==> config.mk <==
export PLATFORM = sky130hd
export DESIGN_NAME = adapter_ppfifo_2_axis_framer
export DESIGN_NICKNAME = d
export VERILOG_FILES = /design/src/rtl/ppfifo_axis_pkg.sv /design/src/rtl/axis_out_reg.sv /design/src/rtl/adapter_ppfifo_2_axis_framer.sv
export SDC_FILE = /design/constraint.sdc
export NUM_CORES = 1
export LEC_CHECK = 0
export ABC_AREA = 1
export CORE_MARGIN = 5
export CORE_UTILIZATION = 30
export CTS_CLUSTER_DIAMETER = 150
export DETAILED_ROUTE_END_ITERATION = 7
export PLACE_DENSITY = 0.47
export SLEW_MARGIN = 5
export SYNTH_ARGS = -nofsm -noshare
export SYNTH_HDL_FRONTEND = slang
export SYNTH_SLANG_ARGS = --single-unit
export TNS_END_PERCENT = 20
==> constraint.sdc <==
create_clock -name i_axi_clk -period 8.65 [get_ports i_axi_clk]
set_input_delay 0.865 -clock i_axi_clk [delete_from_list [all_inputs] [get_ports i_axi_clk]]
set_output_delay 0.865 -clock i_axi_clk [all_outputs]
set_load 0.02 [all_outputs]
==> src/rtl/ppfifo_axis_pkg.sv <==
// Shared definitions for the PPFIFO-to-AXIS framer: FSM encodings and TLAST mode selectors.
package ppfifo_axis_pkg;

    typedef enum logic [1:0] {
        IDLE    = 2'd0,
        ACTIVE  = 2'd1,
        RELEASE = 2'd2
    } state_t;

    localparam int LAST_MODE_FRAME = 0;
    localparam int LAST_MODE_BLOCK = 1;

endpackage

==> src/rtl/axis_out_reg.sv <==
// Single AXIS output register stage: loads a payload when free or draining, holds it under backpressure.
module axis_out_reg #(
    parameter int PAYLOAD_W = 35
) (
    input  logic                 clk,
    input  logic                 rst,
    input  logic                 load_i,
    input  logic [PAYLOAD_W-1:0] payload_i,
    input  logic                 ready_i,
    output logic                 accept_o,
    output logic                 valid_o,
    output logic [PAYLOAD_W-1:0] payload_o
);

    logic                 valid_q;
    logic [PAYLOAD_W-1:0] payload_q;

    assign accept_o  = !valid_q || ready_i;
    assign valid_o   = valid_q;
    assign payload_o = payload_q;

    always_ff @(posedge clk or posedge rst) begin
        if (rst) begin
            valid_q   <= 1'b0;
            payload_q <= '0;
        end else if (load_i) begin
            valid_q   <= 1'b1;
            payload_q <= payload_i;
        end else if (ready_i) begin
            valid_q   <= 1'b0;
        end
    end

endmodule

==> src/rtl/adapter_ppfifo_2_axis_framer.sv <==
// Drains ping-pong FIFO read blocks into an AXI4-Stream master, adding SOF/TLAST framing
// that is either frame-length based or tied to PPFIFO block ends.
module adapter_ppfifo_2_axis_framer
    import ppfifo_axis_pkg::*;
#(
    parameter int DATA_WIDTH         = 32,
    parameter int STROBE_WIDTH       = DATA_WIDTH / 8,
    parameter int USER_COUNT         = 1,
    parameter int MAP_PPFIFO_TO_USER = 0,
    parameter int SIZE_WIDTH         = 24,
    parameter int LAST_MODE          = 0
) (
    input  logic                             i_axi_clk,
    input  logic                             rst,
    input  logic                             i_enable,
    input  logic [SIZE_WIDTH-1:0]            i_frame_size,
    output logic                             o_frame_done,
    input  logic                             i_ppfifo_rdy,
    output logic                             o_ppfifo_act,
    input  logic [SIZE_WIDTH-1:0]            i_ppfifo_size,
    input  logic [DATA_WIDTH+USER_COUNT-1:0] i_ppfifo_data,
    output logic                             o_ppfifo_stb,
    output logic                             o_axi_valid,
    input  logic                             i_axi_ready,
    output logic [DATA_WIDTH-1:0]            o_axi_data,
    output logic [STROBE_WIDTH-1:0]          o_axi_keep,
    output logic [USER_COUNT-1:0]            o_axi_user,
    output logic                             o_axi_sof,
    output logic                             o_axi_last
);

    localparam int PAYLOAD_W = DATA_WIDTH + USER_COUNT + 2;
    localparam logic [SIZE_WIDTH:0] ONE_X = {{SIZE_WIDTH{1'b0}}, 1'b1};

    state_t                state_q, state_d;
    logic                  act_q, act_d;
    logic [SIZE_WIDTH-1:0] r_count_q, r_count_d;
    logic [SIZE_WIDTH-1:0] blk_size_q, blk_size_d;
    logic [SIZE_WIDTH-1:0] r_beat_q, r_beat_d;
    logic [SIZE_WIDTH-1:0] frm_size_q, frm_size_d;
    logic                  first_q, first_d;
    logic                  frame_done_q;

    logic                  org_accept;
    logic [PAYLOAD_W-1:0]  org_payload;
    logic                  word_sof, word_last;
    logic [USER_COUNT-1:0] word_user;
    logic [SIZE_WIDTH:0]   cnt_inc, beat_inc;
    logic [SIZE_WIDTH-1:0] eff_frm;

    generate
        if (MAP_PPFIFO_TO_USER != 0) begin : g_user
            assign word_user = i_ppfifo_data[DATA_WIDTH +: USER_COUNT];
        end else begin : g_nouser
            logic unused_user;
            assign word_user   = '0;
            assign unused_user = ^i_ppfifo_data[DATA_WIDTH +: USER_COUNT];
        end
    endgenerate

    assign o_ppfifo_stb = (state_q == ACTIVE) && (r_count_q < blk_size_q) && org_accept;
    assign cnt_inc      = {1'b0, r_count_q} + ONE_X;
    assign beat_inc     = {1'b0, r_beat_q} + ONE_X;
    // A frame's length is taken from the input only on its first word, so mid-frame edits wait.
    assign eff_frm      = first_q ? i_frame_size : frm_size_q;

    always_comb begin
        state_d    = state_q;
        act_d      = act_q;
        r_count_d  = r_count_q;
        blk_size_d = blk_size_q;
        r_beat_d   = r_beat_q;
        frm_size_d = frm_size_q;
        first_d    = first_q;
        word_sof   = 1'b0;
        word_last  = 1'b0;

        case (state_q)
            IDLE: begin
                if (i_enable && i_ppfifo_rdy && !act_q &&
                    (LAST_MODE == LAST_MODE_BLOCK || i_frame_size != '0)) begin
                    state_d    = ACTIVE;
                    act_d      = 1'b1;
                    r_count_d  = '0;
                    blk_size_d = i_ppfifo_size;
                end
            end
            ACTIVE: begin
                if (r_count_q == blk_size_q) begin
                    state_d = RELEASE;
                    act_d   = 1'b0;
                end
            end
            RELEASE: state_d = IDLE;
            default: state_d = IDLE;
        endcase

        if (o_ppfifo_stb) begin
            r_count_d = cnt_inc[SIZE_WIDTH-1:0];
            word_sof  = first_q;
            if (LAST_MODE == LAST_MODE_BLOCK) begin
                word_last = (cnt_inc == {1'b0, blk_size_q});
                first_d   = word_last;
            end else begin
                if (first_q) begin
                    frm_size_d = i_frame_size;
                end
                word_last = (beat_inc == {1'b0, eff_frm});
                r_beat_d  = word_last ? '0 : beat_inc[SIZE_WIDTH-1:0];
                first_d   = word_last;
            end
        end
    end

    always_ff @(posedge i_axi_clk or posedge rst) begin
        if (rst) begin
            state_q      <= IDLE;
            act_q        <= 1'b0;
            r_count_q    <= '0;
            blk_size_q   <= '0;
            r_beat_q     <= '0;
            frm_size_q   <= '0;
            first_q      <= 1'b1;
            frame_done_q <= 1'b0;
        end else begin
            state_q      <= state_d;
            act_q        <= act_d;
            r_count_q    <= r_count_d;
            blk_size_q   <= blk_size_d;
            r_beat_q     <= r_beat_d;
            frm_size_q   <= frm_size_d;
            first_q      <= first_d;
            frame_done_q <= o_axi_valid && i_axi_ready && o_axi_last;
        end
    end

    axis_out_reg #(
        .PAYLOAD_W (PAYLOAD_W)
    ) u_org (
        .clk       (i_axi_clk),
        .rst       (rst),
        .load_i    (o_ppfifo_stb),
        .payload_i ({i_ppfifo_data[DATA_WIDTH-1:0], word_user, word_sof, word_last}),
        .ready_i   (i_axi_ready),
        .accept_o  (org_accept),
        .valid_o   (o_axi_valid),
        .payload_o (org_payload)
    );

    assign {o_axi_data, o_axi_user, o_axi_sof, o_axi_last} = org_payload;
    assign o_axi_keep   = '1;
    assign o_ppfifo_act = act_q;
    assign o_frame_done = frame_done_q;

endmodule

==> summary.md, run 1 <==
| Metric | Value |
|---|---|
| Die Wd | around 170 um |
| Max Clock Skew | 15.7 ps |
| I/O pins | approximately 130 |
| Met2 global-route usage | 0.238 |
| Share of layout cells above drive strength 1 | 0.0679 |
| Slew Viols, Final | 0 |
| Clk slew on worst S/H paths | 60 ps |
| Hold path startpoint | frm_size_q[19]$_DFFE_PP0P_ |
| Row count | 59 |
| Post-CTS Setup Bufs | 0 |
| Hold buffers post-CTS | 0 |
| FMAX | 238 MHz |
| H-tree levels | 4 |
| Critical path required time | 7790 ps |
| Arrival @ worst endpoint | 3340 ps |
| Number of gates resized after cts | 0 |
| Final WL | 22800 um |
| DR vias | 7286 |
| Sequential-to-total area share from yosys stat | 0.426 |
| CTS Buffer Depth | 2 |
| Peak supply drop | about 110 uV |
| Hpwl dp | 16100 um |
| Largest net degree at the start of global routing | 90 |
| Fillers | roughly 2800 |
| Cell Area, Synth | 7990 um^2 |
| Tmin final | 4210 ps |
| Critical path capture point type | output port |
| Reg2reg setup slack | 4720 ps |
| Critical path class | flip-flop to output port |
| Mapped Avg Cell Area | about 7.2 um^2 |
| CP startpoint kind | flip-flop |
| Die area | 30000 um^2 |
| Endpoint, Worst Hold | frm_size_q[19]$_DFFE_PP0P_ |
| Total clock sinks | 136 |
| Gr usage total | 0.156 |
| Area contributors post-synth | dfrtp_1, nand2_1, nor2_1 |
| Setup slack at placement | approximately 4600 ps |
| RSZ-0062 raised after global routing | no |
| Leakage | 0.00486 uW |
| Port bufs | 122 |
| Mapped Cells | approximately 1100 |
| #FFs+latches synth | 136 |
| Drt drc | 0 |
| Post-synth ARST share | 1.00 |
| NumNets Final | ~1300 |
| WL/cell | around 15 um |
| Tcrit/Tclk final | 0.486 |
| Clk Tree Root Cell | clkbuf_16 |
| R2r endpoint | r_count_q[12]$_DFFE_PP0P_ |
| Endpoints failing setup | 0 |
| Yosys cell types | 40 |
| Post-route ant nets | 0 |
| EDFF count, synth | 0 |
| Total global routing overflow | 0 |
| Initial detailed-routing violation count | 461 |
| Core ar. | 26100 um^2 |
| Share of the synthesized area in the top cell type | 0.423 |
| First-pass GRT wire length | about 38000 um |
| Gr busiest metal | met2 |
| Critical path peak fanout | 63 |
| M3 GR Usage | 0.0395 |
| Die Ht | 173 um |
| Hold path cells | 2 |
| Hold Violations, Final | 0 |
| CP max stage cell | clkdlybuf4s50_1 |
| Initial Util | 0.306 |
| R2r worst-path depth | 11 |
| Vias/cell | 4.63 |
| Cell chain of the critical path | ha_1 > nand2_1 > nor2_1 > nand4_1 > nor2_1 > o21ai_0 > nand4_1 > buf_4 > clkinv_1 > clkdlybuf4s50_1 |
| Leading area contributor after synthesis | dfrtp_1 |
| Synth warn | 0 |
| Worst Setup Slack, final | 4440 ps |
| Global routing usage on met1 | 0.221 |
| Max-cap viol count | 0 |
| GP Congestion | 0.845 |
| Pwr Density | between 200 and 250 nW/um^2 |
| Slew Limit Headroom | 0.398 |
| 1st-pass router iterations | 5 |
| Vias in the first global route | about 7200 |
| TritonCTS clock tree | built |
| Synthesis-to-finish area growth | 26.0% |
| N_diodes | 0 |
| Setup TNS | 0 ps |
| Initial antenna violation count | 0 |
| Cts bufs inserted | 17 |
| Worst-margin pin slew | 903 ps |
| Reg-to-reg startpoint | r_count_q[15]$_DFFE_PP0P_ |
| Worst-Skew Late Latency | 430 ps |
| Crit-path max cell delay | 590 ps |
| Hold/Removal Path Class | flip-flop to flip-flop |
| Outcome | finished clean |
| Ys flop type | dfrtp_1 |
-- cell usage in the layout, fill, tap and decap left out, types with 6 or more instances in the layout --
cell	synthesis	layout
a21oi_1	39	39
clkbuf_16	0	17
clkdlybuf4s50_1	0	122
clkinvlp_4	0	6
dfrtp_1	135	135
ha_1	26	26
inv_1	109	108
inv_6	0	6
nand2_1	387	386
nand2_2	18	19
nand3_1	68	68
nand3b_1	11	11
nand4_1	14	14
nor2_1	112	112
nor4_1	15	15
o21ai_0	71	71
or2_2	12	12
xnor2_1	6	6
xor2_1	9	9
-- flip-flops by register name, indices dropped and copies added (netlist names) --
signal and flops:
u_org.valid_o 1, u_org.payload_o 34, r_beat_q 24, blk_size_q 24, first_q 1, frm_size_q 24, o_frame_done 1, r_count_q 24
o_ppfifo_act 1, state_q 2
-- cells in the mapped netlist (5+ instances only) --
cell,number
nand2_1,387
dfrtp_1,135
nor2_1,112
inv_1,109
o21ai_0,71
nand3_1,68
a21oi_1,39
ha_1,26
clkbuf_1,25
nand2_2,18
nor4_1,15
nand4_1,14
or2_2,12
nand3b_1,11
xor2_1,9
xnor2_1,6
buf_4,5
nor3_1,5
o22ai_1,5
-- where the power goes --
part           internal [uW]  total, uW  switching (uW)
Combinational            241        618             377
Clock                    404        723             319
Sequential               744        839            95.2
Total                   1390       2180             792
-- logic make-up (layout without fill, tap and decap cells) --
group	count (synthesis)	in the layout	share of synthesized area
other cells	2	5	0.000940
flops	136	136	0.426
fa+ha+maj	26	26	0.0407
xor+xnor	16	16	0.0194
simple gates	657	657	0.354
compound gates	125	125	0.0821
buf+inv	153	272	0.0767
-- per-stage QoR --
step | util | instance area, um^2 | instances | power, uW | hold slack [ps]
2_1_floorplan | - | 8000 | 1118 | 1260 | 440
3_3_place_gp | 0.363 | 9500 | 1540 | 1470 | 461
3_5_place_dp | 0.363 | 9500 | 1540 | 1480 | 465
4_1_cts | 0.385 | 10100 | 1572 | 2220 | 483
5_1_grt | 0.385 | 10100 | 1572 | 2350 | 488
6_report | 0.385 | 10100 | 1572 | 2180 | 479
-- layer usage --
| layer | wire, um | up-vias |
|---|---|---|
| met3 | 1210 | 16 |
| met4 | 235 | 0 |
| met2 | 9830 | 155 |
| met5 | 0 | - |
| met1 | 11500 | 3361 |
| li1 | - | 3754 |
-- how the worst max path moves through the flow --
stage	from	to	slack [ps]	depth (start not counted)
CTS	r_count_q[15]$_DFFE_PP0P_	o_ppfifo_stb	4360	10
finish	r_count_q[15]$_DFFE_PP0P_	o_ppfifo_stb	4440	10
detailed placement	r_count_q[15]$_DFFE_PP0P_	r_count_q[3]$_DFFE_PP0P_	4650	11
global placement	r_count_q[15]$_DFFE_PP0P_	r_count_q[0]$_DFFE_PP0P_	4610	11
floorplan	rst	blk_size_q[0]$_DFFE_PP0P_	4150	1
global route	r_count_q[15]$_DFFE_PP0P_	o_ppfifo_stb	4200	10
-- cell type report --
class / instances / area (um^2) / area share
clock inverter: 14 / 141 / 0.0140
timing repair buffer: 127 / 1260 / 0.125
tap: 335 / 419 / 0.0416
multi-input combinational: 829 / 3990 / 0.396
clock buffer: 18 / 429 / 0.0426
sequential: 136 / 3400 / 0.338
inverter: 113 / 429 / 0.0426
-- worst max-delay path, delay by kind of cell, from the launching register on --
kind / cells / cell delay (ps)
AOI/OAI and AO/OA: 1 / 130
adders and majority gates: 1 / 340
buffers and inverters: 3 / 1280
DFF: 1 / 470
and+or+nand+nor: 5 / 690
Power figures use the tool's default switching activity.
==> run 2: changes to the inputs <==
clock period = 4.2 ns   (was 8.65 ns; I/O delays follow)
==> run 2 against run 1 <==
- count of clock-buffer cells in the layout fell by 1
- sequential power grew 110%
- sequential share of layout area fell by 0.14 points
==> summary.md, run 2 (same netlist as run 1, synthesis figures left out) <==
| Metric | Value |
|---|---|
| Critical path peak fanout | 6 |
| Total Power | 4500 uW |
| Outcome | finished clean |
| Core ar. | 26100 um^2 |
| CTS Buffer Depth | 2 |
| Slew Limit Headroom | 0.427 |
| Drt drc | 0 |
| GP Congestion | 0.869 |
| Largest net degree at the start of global routing | 85 |
| Worst-Skew Late Latency | 440 ps |
| Finished layout cell area | 10100 um^2 |
| Fillers | 2809 |
| Total global routing overflow | 0 |
| Total clock sinks | between 100 and 150 |
| 1st-pass router iterations | 5 |
| Number of gates resized after cts | 0 |
| FMAX | 304 MHz |
| Post-CTS Setup Bufs | 0 |
| Hold path startpoint | frm_size_q[17]$_DFFE_PP0P_ |
| Placed cell area | 9530 um^2 |
| I/O pins | 129 |
| Hold buffers post-CTS | 0 |
| Most common cell after layout, fill and taps aside | nand2_1 |
| TritonCTS clock tree | built |
| Hold path cells | 2 |
| Max FFs per register | 34 |
| CP startpoint kind | flip-flop |
| Max Clock Skew | 11.6 ps |
| N_diodes | 0 |
| Reg-to-reg startpoint | r_count_q[15]$_DFFE_PP0P_ |
| Hold/Removal Path Class | flip-flop to flip-flop |
| Initial Util | 0.306 |
| Initial antenna violation count | 0 |
| Most frequent cells in the layout | nand2_1, dfrtp_1, clkdlybuf4s50_1 |
| Leakage | 0.00491 uW |
| Tcrit/Tclk final | 0.784 |
| Cts bufs inserted | 17 |
| R2r worst-path depth | 10 |
| Die area | 30000 um^2 |
| H-tree levels | 4 |
| First-pass GRT wire length | roughly 39000 um |
| Share of layout cells above drive strength 1 | 0.0710 |
| Hold Violations, Final | 0 |
| Die Ht | 173 um |
| Crit path launch | r_count_q[15]$_DFFE_PP0P_ |
| Synthesis-to-finish area growth | 26.5% |
| Endpoints failing setup | 0 |
| Slew Viols, Final | 0 |
| Worst-margin pin slew | about 860 ps |
| Row count | about 60 |
| RSZ-0062 raised after global routing | no |
| Arrival @ worst endpoint | 2870 ps |
| Clk slew on worst S/H paths | 70 ps |
| Final WL | 22900 um |
| WL/cell | 14.6 um |
| Critical path capture point type | output port |
| Port bufs | 122 |
| Initial detailed-routing violation count | 530 |
| Area of all sequential standard cells | 3400 um^2 |
| Hpwl dp | 16400 um |
| Vias in the first global route | just over 7000 |
| NumNets Final | 1339 |
| Critical path required time | between 3000 and 4000 ps |
| Setup TNS | 0 ps |
| Vias/cell | 4.56 |
| Gr usage total | 0.157 |
| DR vias | 7183 |
| Multi-input combinational cell area | ~4000 um^2 |
| Max-cap viol count | 0 |
| Clk Tree Root Cell | clkbuf_16 |
| Tmin final | 3290 ps |
| Pwr Density | 445 nW/um^2 |
| Critical path class | flip-flop to output port |
| Post-route ant nets | 0 |
| Die Wd | 173 um |
| Peak supply drop | around 250 uV |
==> run 2: cell count changes in the layout (fill, tap and decap cells not counted) <==
cell / previous run / this run
buf_4: 5 / 7
clkinv_2: 0 / 1
inv_6: 6 / 8
clkinv_8: 0 / 2
bufinv_16: 1 / 0
clkinvlp_4: 6 / 0
inv_8: 2 / 4
buf_12: 0 / 1
clkbuf_1: 1 / 0
clkinv_4: 0 / 1
==> run 2: path summary, 6_finish.rpt <==
check,slack [ps],to
setup / recovery,910,o_ppfifo_stb
hold / removal,480,frm_size_q[17]$_DFFE_PP0P_
setup reg to reg,1050,r_count_q[19]$_DFFE_PP0P_
hold reg to reg,480,frm_size_q[17]$_DFFE_PP0P_
max in group asynchronous,2860,first_q$_DFFE_PP1P_
min in group asynchronous,500,u_org.payload_o[7]$_DFFE_PP0P_
==> run 2: power by group <==
| part | total, uW | leakage (uW) | switching, uW | internal [uW] |
|---|---|---|---|---|
| combinational | 1280 | 0.00295 | 782 | 498 |
| sequential | 1720 | 0.00167 | 185 | 1530 |
| clock | 1510 | 0.000287 | 712 | 795 |
==> run 2: area by class of cell <==
class                           count  share of cell area
Clock buffer                       17              0.0421
Multi-Input combinational cell    829               0.394
Tap cell                          335              0.0415
Inverter                          113              0.0425
Timing Repair Buffer              130               0.128
Clock inverter                     15              0.0151
Sequential cell                   136               0.337
==> run 2: worst max-delay path, stage by stage, from the launching register on <==
cell	delay, ps
dfrtp_1	470
ha_1	340
nand2_1	70
nor2_1	160
nand4_1	150
nor2_1	200
o21ai_0	140
nand4_1	210
clkinv_1	130
clkdlybuf4s50_1	570
==> run 2: metrics by stage <==
stage               hold WS (ps)  instances  setup WS, ps   util
floorplan                    440       1118           142      -
global placement             461       1543           993  0.365
detailed placement           465       1543          1050  0.365
CTS                          486       1575           877  0.387
global route                 499       1575           618  0.387
finish                       482       1575           909  0.387
==> run 2: metal layers <==
layer	share of wire	routed length (um)	track usage
met1	0.51	11700	0.225
met2	0.41	9510	0.234
met3	0.059	1360	0.0434
met4	0.014	322	0.0426
met5	0	0	0
==> run 3: changes to the inputs <==
clock period = 3.3 ns   (was 4.2 ns; I/O delays follow)
==> run 3 against run 2 <==
- clock skew rose by 1.7 ps
- setup slack got worse by 470 ps
- sequential cell count did not move
- sequential power rose by 27%
- register-to-register slack got worse by 550 ps
- final area rose by 0.28%
- first-iteration DRC count fell by 23%
- via count rose by 1.1%
- non-clock buffer count fell by 1
- die area did not move
- highest routed layer unchanged
==> summary.md, run 3 (same netlist as run 1, synthesis figures left out) <==
| Metric | Value |
|---|---|
| Reg-to-reg startpoint | r_count_q[15]$_DFFE_PP0P_ |
| CP startpoint kind | flip-flop |
| Worst-Skew Late Latency | about 420 ps |
| Vias in the first global route | 7115 |
| Clk slew on worst S/H paths | 70 ps |
| NumNets Final | 1338 |
| Layout Cells excl Fill | 1574 |
| GP Congestion | 0.853 |
| Drt drc | 0 |
| Initial Util | 0.306 |
| R2r endpoint | r_count_q[3]$_DFFE_PP0P_ |
| Worst Setup EP | o_ppfifo_stb |
| Arrival @ worst endpoint | approximately 2500 ps |
| Most common cell after layout, fill and taps aside | nand2_1 |
| Reg2reg setup slack | 500 ps |
| Critical path class | flip-flop to output port |
| Hold Violations, Final | 0 |
| Die Ht | around 170 um |
| Total clock sinks | 136 |
| R2r worst-path depth | 11 |
| Core ar. | 26100 um^2 |
| Slew Limit Headroom | 0.429 |
| Setup TNS | 0 ps |
| Gr usage total | 0.154 |
| Die area | 30000 um^2 |
| Most frequent cells in the layout | nand2_1, dfrtp_1, clkdlybuf4s50_1 |
| Pwr Density | 572 nW/um^2 |
| Crit path launch | r_count_q[15]$_DFFE_PP0P_ |
| Max Clock Skew | roughly 13 ps |
| Row count | 59 |
| Worst-margin pin slew | 857 ps |
| Post-CTS Setup Bufs | 0 |
| Fillers | 2816 |
| Critical path capture point type | output port |
| Slew Viols, Final | 0 |
| Max-cap viol count | 0 |
| Cts bufs inserted | 17 |
| Clk Tree Root Cell | clkbuf_16 |
| Outcome | finished clean |
| Hold/Removal Path Class | primary input to async pin |
| Largest net degree at the start of global routing | 151 |
| DR vias | 7263 |
| Final WL | about 23000 um |
| Endpoints failing setup | 0 |
| WL/cell | 14.5 um |
| Leakage | between 0.004 and 0.005 uW |
| Vias/cell | 4.61 |
| Die Wd | ~170 um |
| Critical path peak fanout | 6 |
| Initial detailed-routing violation count | ~400 |
| H-tree levels | 4 |
| Port bufs | ~120 |
| FMAX | 349 MHz |
| Initial antenna violation count | 0 |
| TritonCTS clock tree | built |
| # placed instances | 1542 |
| Max FFs per register | 34 |
| Synthesis-to-finish area growth | 26.9% |
| N_diodes | 0 |
| Hpwl dp | around 16000 um |
| Critical path required time | 2970 ps |
| 1st-pass router iterations | 5 |
| Multi-input combinational cell area | 3990 um^2 |
| I/O pins | 129 |
| RSZ-0062 raised after global routing | no |
| CTS Buffer Depth | 2 |
| Worst Hold Slack | 401 ps |
| Total global routing overflow | 0 |
| Post-route ant nets | 0 |
| Tmin final | about 2900 ps |
| First-pass GRT wire length | 37700 um |
| Peak supply drop | about 330 uV |
| Share of layout cells above drive strength 1 | 0.0702 |
| Area of all sequential standard cells | 3400 um^2 |
| Tcrit/Tclk final | 0.868 |
run 3: cell types whose count changed in the layout (fill, tap and decap cells not counted), moves of 2 or more:
cell        previous run  this run
clkinvlp_4             0         3
inv_6                  8         5
buf_4                  7         5
clkinv_4               1         3
clkinv_8               2         0
inv_8                  4         1
bufinv_16              0         2
run 3: power by group:
group	total, uW	switching, uW	internal [uW]	leakage (uW)
clock network	1970	819	1150	0.000290
logic	1650	1010	636	0.00295
registers	2180	230	1950	0.00167
run 3: routing by layer:
layer,wire (um),track usage
met1,11700,0.225
met2,9610,0.227
met3,1180,0.0424
met4,267,0.0339
met5,0,0
run 3: worst min path at each step:
stage          slack, ps                            start                               to  depth (start not counted)
5_1_grt              430                i_ppfifo_data[26]  u_org.payload_o[29]$_DFFE_PP0P_                          3
6_report             400                              rst  u_org.payload_o[28]$_DFFE_PP0P_                          3
2_1_floorplan        440                 i_ppfifo_data[7]  u_org.payload_o[10]$_DFFE_PP0P_                          2
3_5_place_dp         460   u_org.payload_o[7]$_DFFE_PP0P_   u_org.payload_o[7]$_DFFE_PP0P_                          2
3_3_place_gp         460  u_org.payload_o[13]$_DFFE_PP0P_  u_org.payload_o[13]$_DFFE_PP0P_                          2
4_1_cts              420                i_ppfifo_data[26]  u_org.payload_o[29]$_DFFE_PP0P_                          3
run 3: critical path, cell delays in order, from the launching register on:
cell	delay [ps]
dfrtp_1	470
ha_1	340
nand2_1	70
nor2_1	140
nand4_1	140
nor2_1	200
o21ai_0	140
nand4_1	200
clkinv_1	180
dlymetal6s2s_1	250
run 3: per-stage QoR:
step | cell area, um^2 | total power, uW | util | worst slack, ps
after floorplan | 8000 | 3300 | - | 1070
final | 10100 | 5800 | 0.388 | 435
after detailed placement | 9540 | 3870 | 0.365 | 458
after global placement | 9540 | 3870 | 0.365 | 450
after CTS | 10100 | 5890 | 0.388 | 75.8
after global routing | 10100 | 6230 | 0.388 | 170
run 3: repair_timing:
item,in CTS,in global routing
resized for setup,0,1
setup endpoints to repair,0,1
endpoints found under the hold margin,0,0
hold buffers,0,0
run 3: final cells by class:
| type | count | area share |
|---|---|---|
| Tap cell | 335 | 0.0413 |
| Inverter | 113 | 0.0422 |
| Sequential cell | 136 | 0.336 |
| Multi-Input combinational cell | 829 | 0.393 |
| Clock buffer | 18 | 0.0433 |
| Timing Repair Buffer | 129 | 0.128 |
| Clock inverter | 14 | 0.0159 |
